### config.mk
export PLATFORM = sky130hd
export DESIGN_NAME = ram_tester
export DESIGN_NICKNAME = d
export VERILOG_FILES = /design/src/rtl/ram_tester.sv
export SDC_FILE = /design/constraint.sdc
export NUM_CORES = 1
export LEC_CHECK = 0
export ABC_AREA = 1
export BUFFER_PORTS_ARGS = -buffer_cell sky130_fd_sc_hd__clkbuf_2
export CELL_PAD_IN_SITES_DETAIL_PLACEMENT = 1
export CELL_PAD_IN_SITES_GLOBAL_PLACEMENT = 1
export CORE_MARGIN = 2
export CORE_UTILIZATION = 42
export DETAILED_ROUTE_END_ITERATION = 8
export GPL_ROUTABILITY_DRIVEN = 0
export PLACE_DENSITY = 0.89
export RECOVER_POWER = 100
export SLEW_MARGIN = 5
export SYNTH_ARGS = -nofsm -noshare
export SYNTH_HDL_FRONTEND = slang
export SYNTH_SLANG_ARGS = --single-unit
### constraint.sdc
create_clock -name clk -period 3.1 [get_ports clk]
set_clock_uncertainty 0.15 [all_clocks]
set_input_delay 0.62 -clock clk [delete_from_list [all_inputs] [get_ports clk]]
set_output_delay 0.62 -clock clk [all_outputs]
set_load 0.05 [all_outputs]
### src/rtl/ram_tester.sv
// Built-in self test for a 4x4 synchronous-read RAM: write (seed+a) patterns, read back and compare.
// Optional inverted second pass enabled by defining RAM_TESTER_INV_PASS_EN.
module ram_tester (
  input  logic       clk,
  input  logic       clr,
  input  logic       start,
  input  logic [3:0] seed,
  output logic       rw,
  output logic [1:0] addr,
  output logic [3:0] wdata,
  input  logic [3:0] rdata,
  output logic       busy,
  output logic       done,
  output logic       pass,
  output logic [3:0] fail_cnt,
  output logic [1:0] err_addr
);

  typedef enum logic [2:0] {IDLE, WRITE, READ, DRAIN, DONE} state_t;

  state_t     state, state_nxt;
  logic       rw_nxt;
  logic [1:0] addr_nxt;
  logic [3:0] wdata_nxt;
  logic [3:0] seed_q;
  logic       inv;
  logic       cmp_vld;
  logic [1:0] cmp_addr;
  logic [3:0] cmp_exp;
  logic       mism;
  logic [3:0] fail_nxt;

  function automatic logic [3:0] pat(input logic [3:0] base, input logic [1:0] a,
                                     input logic inv_f);
    logic [3:0] p;
    p = base + {2'b00, a};
    return inv_f ? ~p : p;
  endfunction

  always_ff @(posedge clk) begin
    if (clr) state <= IDLE;
    else     state <= state_nxt;
  end

  always_comb begin
    state_nxt = state;
    rw_nxt    = 1'b0;
    addr_nxt  = '0;
    wdata_nxt = '0;
    case (state)
      IDLE: if (start) begin
        state_nxt = WRITE;
        rw_nxt    = 1'b1;
        wdata_nxt = pat(seed, 2'd0, 1'b0);
      end
      WRITE: if (addr == 2'd3) begin
        state_nxt = READ;
      end else begin
        rw_nxt    = 1'b1;
        addr_nxt  = addr + 2'd1;
        wdata_nxt = pat(seed_q, addr + 2'd1, inv);
      end
      READ: if (addr == 2'd3) state_nxt = DRAIN;
            else              addr_nxt  = addr + 2'd1;
      DRAIN: begin
`ifdef RAM_TESTER_INV_PASS_EN
        if (!inv) begin
          state_nxt = WRITE;
          rw_nxt    = 1'b1;
          wdata_nxt = pat(seed_q, 2'd0, 1'b1);
        end else begin
          state_nxt = DONE;
        end
`else
        state_nxt = DONE;
`endif
      end
      DONE:    state_nxt = IDLE;
      default: state_nxt = IDLE;
    endcase
  end

  // Read data arrives one cycle after its address, so expected values ride a one-stage pipe.
  assign mism = cmp_vld && (rdata != cmp_exp);

  always_comb begin
    fail_nxt = fail_cnt;
    if (mism && fail_cnt != 4'hF) fail_nxt = fail_cnt + 4'd1;
  end

  always_ff @(posedge clk) begin
    if (clr) begin
      rw       <= 1'b0;
      addr     <= '0;
      wdata    <= '0;
      busy     <= 1'b0;
      done     <= 1'b0;
      pass     <= 1'b0;
      fail_cnt <= '0;
      err_addr <= '0;
      seed_q   <= '0;
      inv      <= 1'b0;
      cmp_vld  <= 1'b0;
      cmp_addr <= '0;
      cmp_exp  <= '0;
    end else begin
      rw       <= rw_nxt;
      addr     <= addr_nxt;
      wdata    <= wdata_nxt;
      busy     <= (state_nxt == WRITE) || (state_nxt == READ) || (state_nxt == DRAIN);
      done     <= (state_nxt == DONE);
      cmp_vld  <= (state == READ);
      cmp_addr <= addr;
      cmp_exp  <= pat(seed_q, addr, inv);
      if (state == IDLE && start) begin
        seed_q   <= seed;
        inv      <= 1'b0;
        pass     <= 1'b0;
        fail_cnt <= '0;
        err_addr <= '0;
      end else begin
        fail_cnt <= fail_nxt;
        if (mism && fail_cnt == 4'd0) err_addr <= cmp_addr;
        // Includes the final DRAIN compare so pass is valid alongside done.
        if (state_nxt == DONE) pass <= (fail_nxt == 4'd0);
        if (state == DRAIN && state_nxt == WRITE) inv <= 1'b1;
      end
    end
  end

endmodule

==> results of run 1 <==
==> per-stage QoR <==
stage	power, W	instances	utilization	hold slack (ps)
finish	0.000765	257	0.496	317
floorplan	0.000509	181	-	315
global placement	0.000535	250	0.486	286
global route	0.000801	257	0.496	350
detailed placement	0.000539	250	0.486	308
CTS	0.000779	257	0.504	321
==> tightest hold or removal path: stages, from the launching register on <==
cell and delay, ps:
dfxtp_1 320, inv_1 50, a21oi_1 50
==> cell usage after synthesis, types with 2 or more instances <==
master / n
nor2_1: 19
nand3_1: 3
inv_1: 23
o21ai_1: 3
nor2_2: 2
ha_1: 7
xor2_1: 5
o22ai_1: 2
inv_2: 4
a21oi_1: 15
fa_1: 2
nand2_1: 39
dfxtp_1: 31
xnor2_1: 4
o21ai_0: 2
nor3_1: 4
nand4_1: 6
buf_1: 2
nand3_2: 2
==> layout make-up <==
class	count	area (µm²)
Clock buffer	6	51.3
Clock inverter	1	5.00
Fill cell	450	1650
Inverter	27	101
Multi-Input combinational cell	120	686
Sequential cell	31	621
Tap cell	46	57.6
Timing Repair Buffer	26	109
==> where the power goes <==
part,switching [W],internal [W]
registers,0.0000101,0.000413
clock network,0.000134,0.000105
logic,0.0000719,0.0000314
==> flip-flops by register name, indices dropped and copies added, names as in the netlist, 2 cells and up <==
register,cells
addr,2
cmp_addr,2
cmp_exp,4
err_addr,2
fail_cnt,4
seed_q,4
state,3
wdata,4
==> worst paths after layout <==
| path | startpoint | end |
|---|---|---|
| worst max-delay path | fail_cnt[2]$_SDFF_PP0_ | fail_cnt[2] |
| worst min-delay path | err_addr[0]$_SDFFE_PP0P_ | err_addr[0]$_SDFFE_PP0P_ |
| worst max register to register | addr[1]$_SDFF_PP0_ | wdata[2]$_SDFF_PP0_ |
| worst min register to register | err_addr[0]$_SDFFE_PP0P_ | err_addr[0]$_SDFFE_PP0P_ |
==> cells by family after synthesis <==
kind of cell | count (synthesis)
AOI/OAI and AO/OA | 25
xor gates and xnor gates | 10
adders and majority gates | 9
buffers and inverters | 30
DFF | 31
and+or+nand+nor | 76
==> per-layer routing <==
| layer | up-vias | track usage |
|---|---|---|
| met5 | - | 0 |
| met4 | 0 | 0.106 |
| met2 | 27 | 0.341 |
| met3 | 10 | 0.0362 |
| met1 | 602 | 0.216 |
| li1 | 631 | - |
==> flow_summary_export.csv, run 1 <==
group,metric,value,unit
grt,grt_start_max_net_pins,22,
pwr,p_leak,0.720,nW
grt,grt_pass1_wl,5780,µm
pwr,power.density,469,mW/mm²
synth,synth-compound-area-share,0.0957,
synth,synthCells,181,
synth,synth-simple-area-share,0.231,
final_layout,finish.instance_area,0.00163,mm²
setup_path,max_stage_delay,510,ps
setup_path,cp_cell_sequence,"clkbuf_1",
drt,drc_errors,0,
setup_path,cp.depth,1,
setup_path,crit_family,"buffers and inverters",
hold_path,holdPathStages,2,
drt,vias_per_cell,4.94,
setup_path,required,2330,ps
synth,synth_warnings,0,
placement,dpl_worst_slack,1080,ps
sta,fmax,0.477,GHz
die,die_area,0.00388,mm²
die,core_area,0.00328,mm²
setup_path,arrival,1320,ps
die,rows,21,
sta,fin_crit,2090,ps
sta,finalHoldViolations,0,
drt,met3_length,130,µm
placement,postPlaceCellArea,0.00160,mm²
sta,rsz0062_at_grt,"no",
cts,cts_max_level,2,
cts,cts_resized,0,
hold_path,worstHoldPathType,"flip-flop to flip-flop",
synth,synthFlopType,"dfxtp_1",
final_layout,layout_common_cells,"nand2_1, dfxtp_1, inv_1",
synth,synth_edf_count,0,
synth,yosysSeqAreaShare,0.435,
grt,gr-total-overflow,0,
synth,syn-cell-area,0.00143,mm²
setup_path,crit_type,"flip-flop to output port",
final_layout,layout_commonest_cell,"nand2_1",
sta,slew_viol_final,0,
drt,drtPass1Iterations,4,
pwr,vdd_drop_max,0.236,mV
setup_path,r2r.worst_path.cells,7,
drt,routed_wirelength,3310,µm
cts,cts_root_buffer,"clkbuf_4",
sta,setup_viol,0,
synth,synth_area_leaders,"dfxtp_1, nand2_1, ha_1, inv_1, a21oi_1",
final_layout,drive_gt1_frac,0.109,
synth,ys_types,25,
sta,setup-tns-final,0,ps
setup_path,rrSetupSlack,1060,ps
sta,tightestPinTransition,866,ps
cts,cts_hold_buffers,0,
setup_path,start_kind,"flip-flop",
cts,cts_buffers,5,
placement,hpwl,2530,µm
synth,synth.largest_area_cell,"dfxtp_1",
cts,clock-sinks,31,
die,start_util,0.434,
drt,routed.top_layer,"met4",
setup_path,end_kind,"output port",
setup_path,cp_slowest_cell,"clkbuf_1",
sta,finalCritPeriodShare,0.676,
sta,slew_headroom,0.423,
synth,synthMuxAreaShare,0,
cts,worstSkewPairLatency,340,ps
cts,clkTransAtPathRegs,90,ps
drt,detail-route-antenna-nets,0,
cts,clockBufferDepth,2,
die,io_pins,27,
drt,post_drt_wl_per_cell,12.9,µm
cts,cts_tree,"done",
grt,antenna_found_initial,0,
grt,grt_use_total,0.192,
synth,post_synth_fa_ha_maj_area_fraction,0.0896,
synth,async_flop_share,0,
drt,met1Wirelength,1390,µm
drt,num_vias,1270,
synth,syn_area_per_cell,7.87,µm²
drt,drt-initial-drc-count,58,
job,maxCapViolCount,0,
cts,post_cts_buffers,0,
synth,yosysTopAreaCellShare,0.435,
grt,grt_pass1_vias,1336,
drt,wl_met2,1700,µm
setup_path,cp_max_fo,7,
sta,setup_ws,1010,ps
placement,numPortBuffers,26,
final_layout,syn2layout_area_growth,14.4,%
die,die_w,62.3,µm
setup_path,cp.buffers_inverters,1,
final_layout,final_nets,231,
final_layout,diodes,0,
synth,yosys.area_share.xor_xnor,0.0667,
die,die_h,62.3,µm
synth,synth_top_family_by_area,"simple AND/OR/NAND/NOR gates",
status,outcome,"completed",
synth,synth-seq-cells,31,
synth,synth_fp_nets,201,
(Power assumes the default switching activity.)
==> run 2: changes to the inputs <==
- CORE_UTILIZATION: 42 -> 39
- PLACE_DENSITY: 0.89 -> 0.84
- clock period: 3.1 -> 2.2 ns (I/O delays scaled with it)
==> run 2 against run 1 <==
Net effect: worst hold slack got worse by 110 ps; non-clock buffer count is the same; via count decreased by 2.4%; wire length is 5.8% lower; core utilization shrank 2.2 points; power increased by 38%; critical path depth increased by 6; first-iteration DRC count decreased by 33%; critical endpoint is now wdata[2]$_SDFF_PP0_.
==> flow_summary_export.csv, run 2 (synthesized netlist as in run 1, its figures left out) <==
group,metric,value,unit
status,outcome,"completed",
sta,finalCritPeriodShare,0.878,
hold_path,min_from,"seed[0]",
sta,setup-tns-final,0,ps
hold_path,min_to,"wdata[0]$_SDFF_PP0_",
setup_path,end_kind,"flip-flop",
grt,grt_pass1_wl,5380,µm
die,die_w,64.5,µm
drt,drt-initial-drc-count,39,
grt,grt_pass1_vias,1228,
drt,drtPass1Iterations,4,
cts,worstSkewPairLatency,330,ps
sta,slew_viol_final,0,
sta,setup_viol,0,
cts,cts_resized,0,
placement,numPortBuffers,26,
drt,post_drt_wl_per_cell,12.1,µm
hold_path,holdPathStages,3,
drt,drc_errors,0,
cts,cts_max_level,2,
final_layout,drive_gt1_frac,0.0991,
sta,fin_crit,1930,ps
setup_path,crit_type,"flip-flop to flip-flop",
setup_path,arrival,2040,ps
die,io_pins,27,
setup_path,cp_slowest_cell,"fa_1",
pwr,power.density,652,mW/mm²
drt,num_vias,1240,
die,rows,21,
final_layout,syn2layout_area_growth,13.6,%
setup_path,rrSetupSlack,270,ps
final_layout,multi_input_area,681,µm²
sta,rsz0062_at_grt,"no",
setup_path,reg2reg_to,"wdata[2]$_SDFF_PP0_",
cts,cts_hold_buffers,0,
cts,cts_root_buffer,"clkbuf_4",
cts,clock-sinks,31,
setup_path,r2r.worst_path.cells,7,
sta,fmax,0.517,GHz
sta,slew_headroom,0.410,
drt,detail-route-antenna-nets,0,
die,core_area,0.00342,mm²
cts,cts_buffers,5,
cts,clkTransAtPathRegs,90,ps
setup_path,start_kind,"flip-flop",
final_layout,layout_common_cells,"nand2_1, dfxtp_1, inv_1",
final_layout,diodes,0,
grt,antenna_found_initial,0,
setup_path,cp_max_fo,5,
die,start_util,0.417,
setup_path,r2r-start,"addr[1]$_SDFF_PP0_",
setup_path,cp.buffers_inverters,1,
setup_path,required,2300,ps
placement,postPlaceCellArea,0.00160,mm²
sta,tightestPinTransition,885,ps
cts,post_cts_buffers,0,
drt,routed_wirelength,3120,µm
grt,grt_start_max_net_pins,22,
drt,vias_per_cell,4.81,
cts,cts_tree,"done",
die,die_area,0.00415,mm²
pwr,p_leak,0.715,nW
hold_path,worstHoldPathType,"primary input to flip-flop",
setup_path,max_stage_delay,410,ps
placement,hpwl,2410,µm
final_layout,final_nets,231,
job,maxCapViolCount,0,
grt,gr-total-overflow,0,
final_layout,layout_commonest_cell,"nand2_1",
final_layout,register_area,621,µm²
setup_path,cp.depth,7,
pwr,vdd_drop_max,0.379,mV
setup_path,cp_cell_sequence,"ha_1, inv_1, fa_1, xnor2_1, xor2_1, nand2_1, a21oi_1",
final_layout,fill_cells,462,
sta,finalHoldViolations,0,
grt,grt_use_total,0.172,
cts,clockBufferDepth,2,
final_layout,finish.instance_area,0.00162,mm²
setup_path,crit_family,"adder cells",
die,die_h,64.5,µm
## run 2: metal layers
metal  vias to the layer above  wire length (µm)  GRT usage
li1                        629                 -          -
met1                       576              1440      0.206
met2                        28              1450      0.285
met3                         7               158     0.0469
met4                         0                67     0.0798
met5                         -                 0          0
## run 2: per-stage QoR
stage / util / hold WS (ps) / setup WS, ps / total power, W / std cells
4_1_cts: 0.482 / 192 / 250 / 0.00107 / 258
2_1_floorplan: - / 315 / 95.4 / 0.000717 / 181
5_1_grt: 0.474 / 224 / 148 / 0.00112 / 258
3_5_place_dp: 0.468 / 293 / 282 / 0.000759 / 250
6_report: 0.474 / 207 / 268 / 0.00106 / 258
3_3_place_gp: 0.468 / 289 / 357 / 0.000755 / 250
## run 2: worst max path at each step
stage                  startpoint             endpoint
2_1_floorplan  addr[1]$_SDFF_PP0_  wdata[1]$_SDFF_PP0_
3_5_place_dp   addr[1]$_SDFF_PP0_  wdata[2]$_SDFF_PP0_
5_1_grt        addr[1]$_SDFF_PP0_  wdata[2]$_SDFF_PP0_
3_3_place_gp   addr[1]$_SDFF_PP0_  wdata[2]$_SDFF_PP0_
6_report       addr[1]$_SDFF_PP0_  wdata[2]$_SDFF_PP0_
4_1_cts        addr[1]$_SDFF_PP0_  wdata[2]$_SDFF_PP0_
## run 2: worst reg2reg max path: cells and delay by family, from the launching register on
kind,cells,cell delay [ps]
AOI/OAI and AO/OA,1,120
xor gates and xnor gates,2,330
adders and majority gates,2,740
buffers and inverters,1,70
DFF,1,380
and+or+nand+nor,1,70
## run 2: cell type report
type,instances,area share
Multi-Input combinational cell,120,0.420
Sequential cell,31,0.383
Timing Repair Buffer,26,0.0672
Inverter,27,0.0626
Tap cell,46,0.0355
Clock buffer,7,0.0278
Clock inverter,1,0.00309
## run 2: report_power, final
group	switching (W)	internal, W	leakage [nW]
sequential	0.0000143	0.000582	0.252
clock	0.000193	0.000124	0.0293
combinational	0.0000980	0.0000443	0.434
total	0.000305	0.000751	0.715
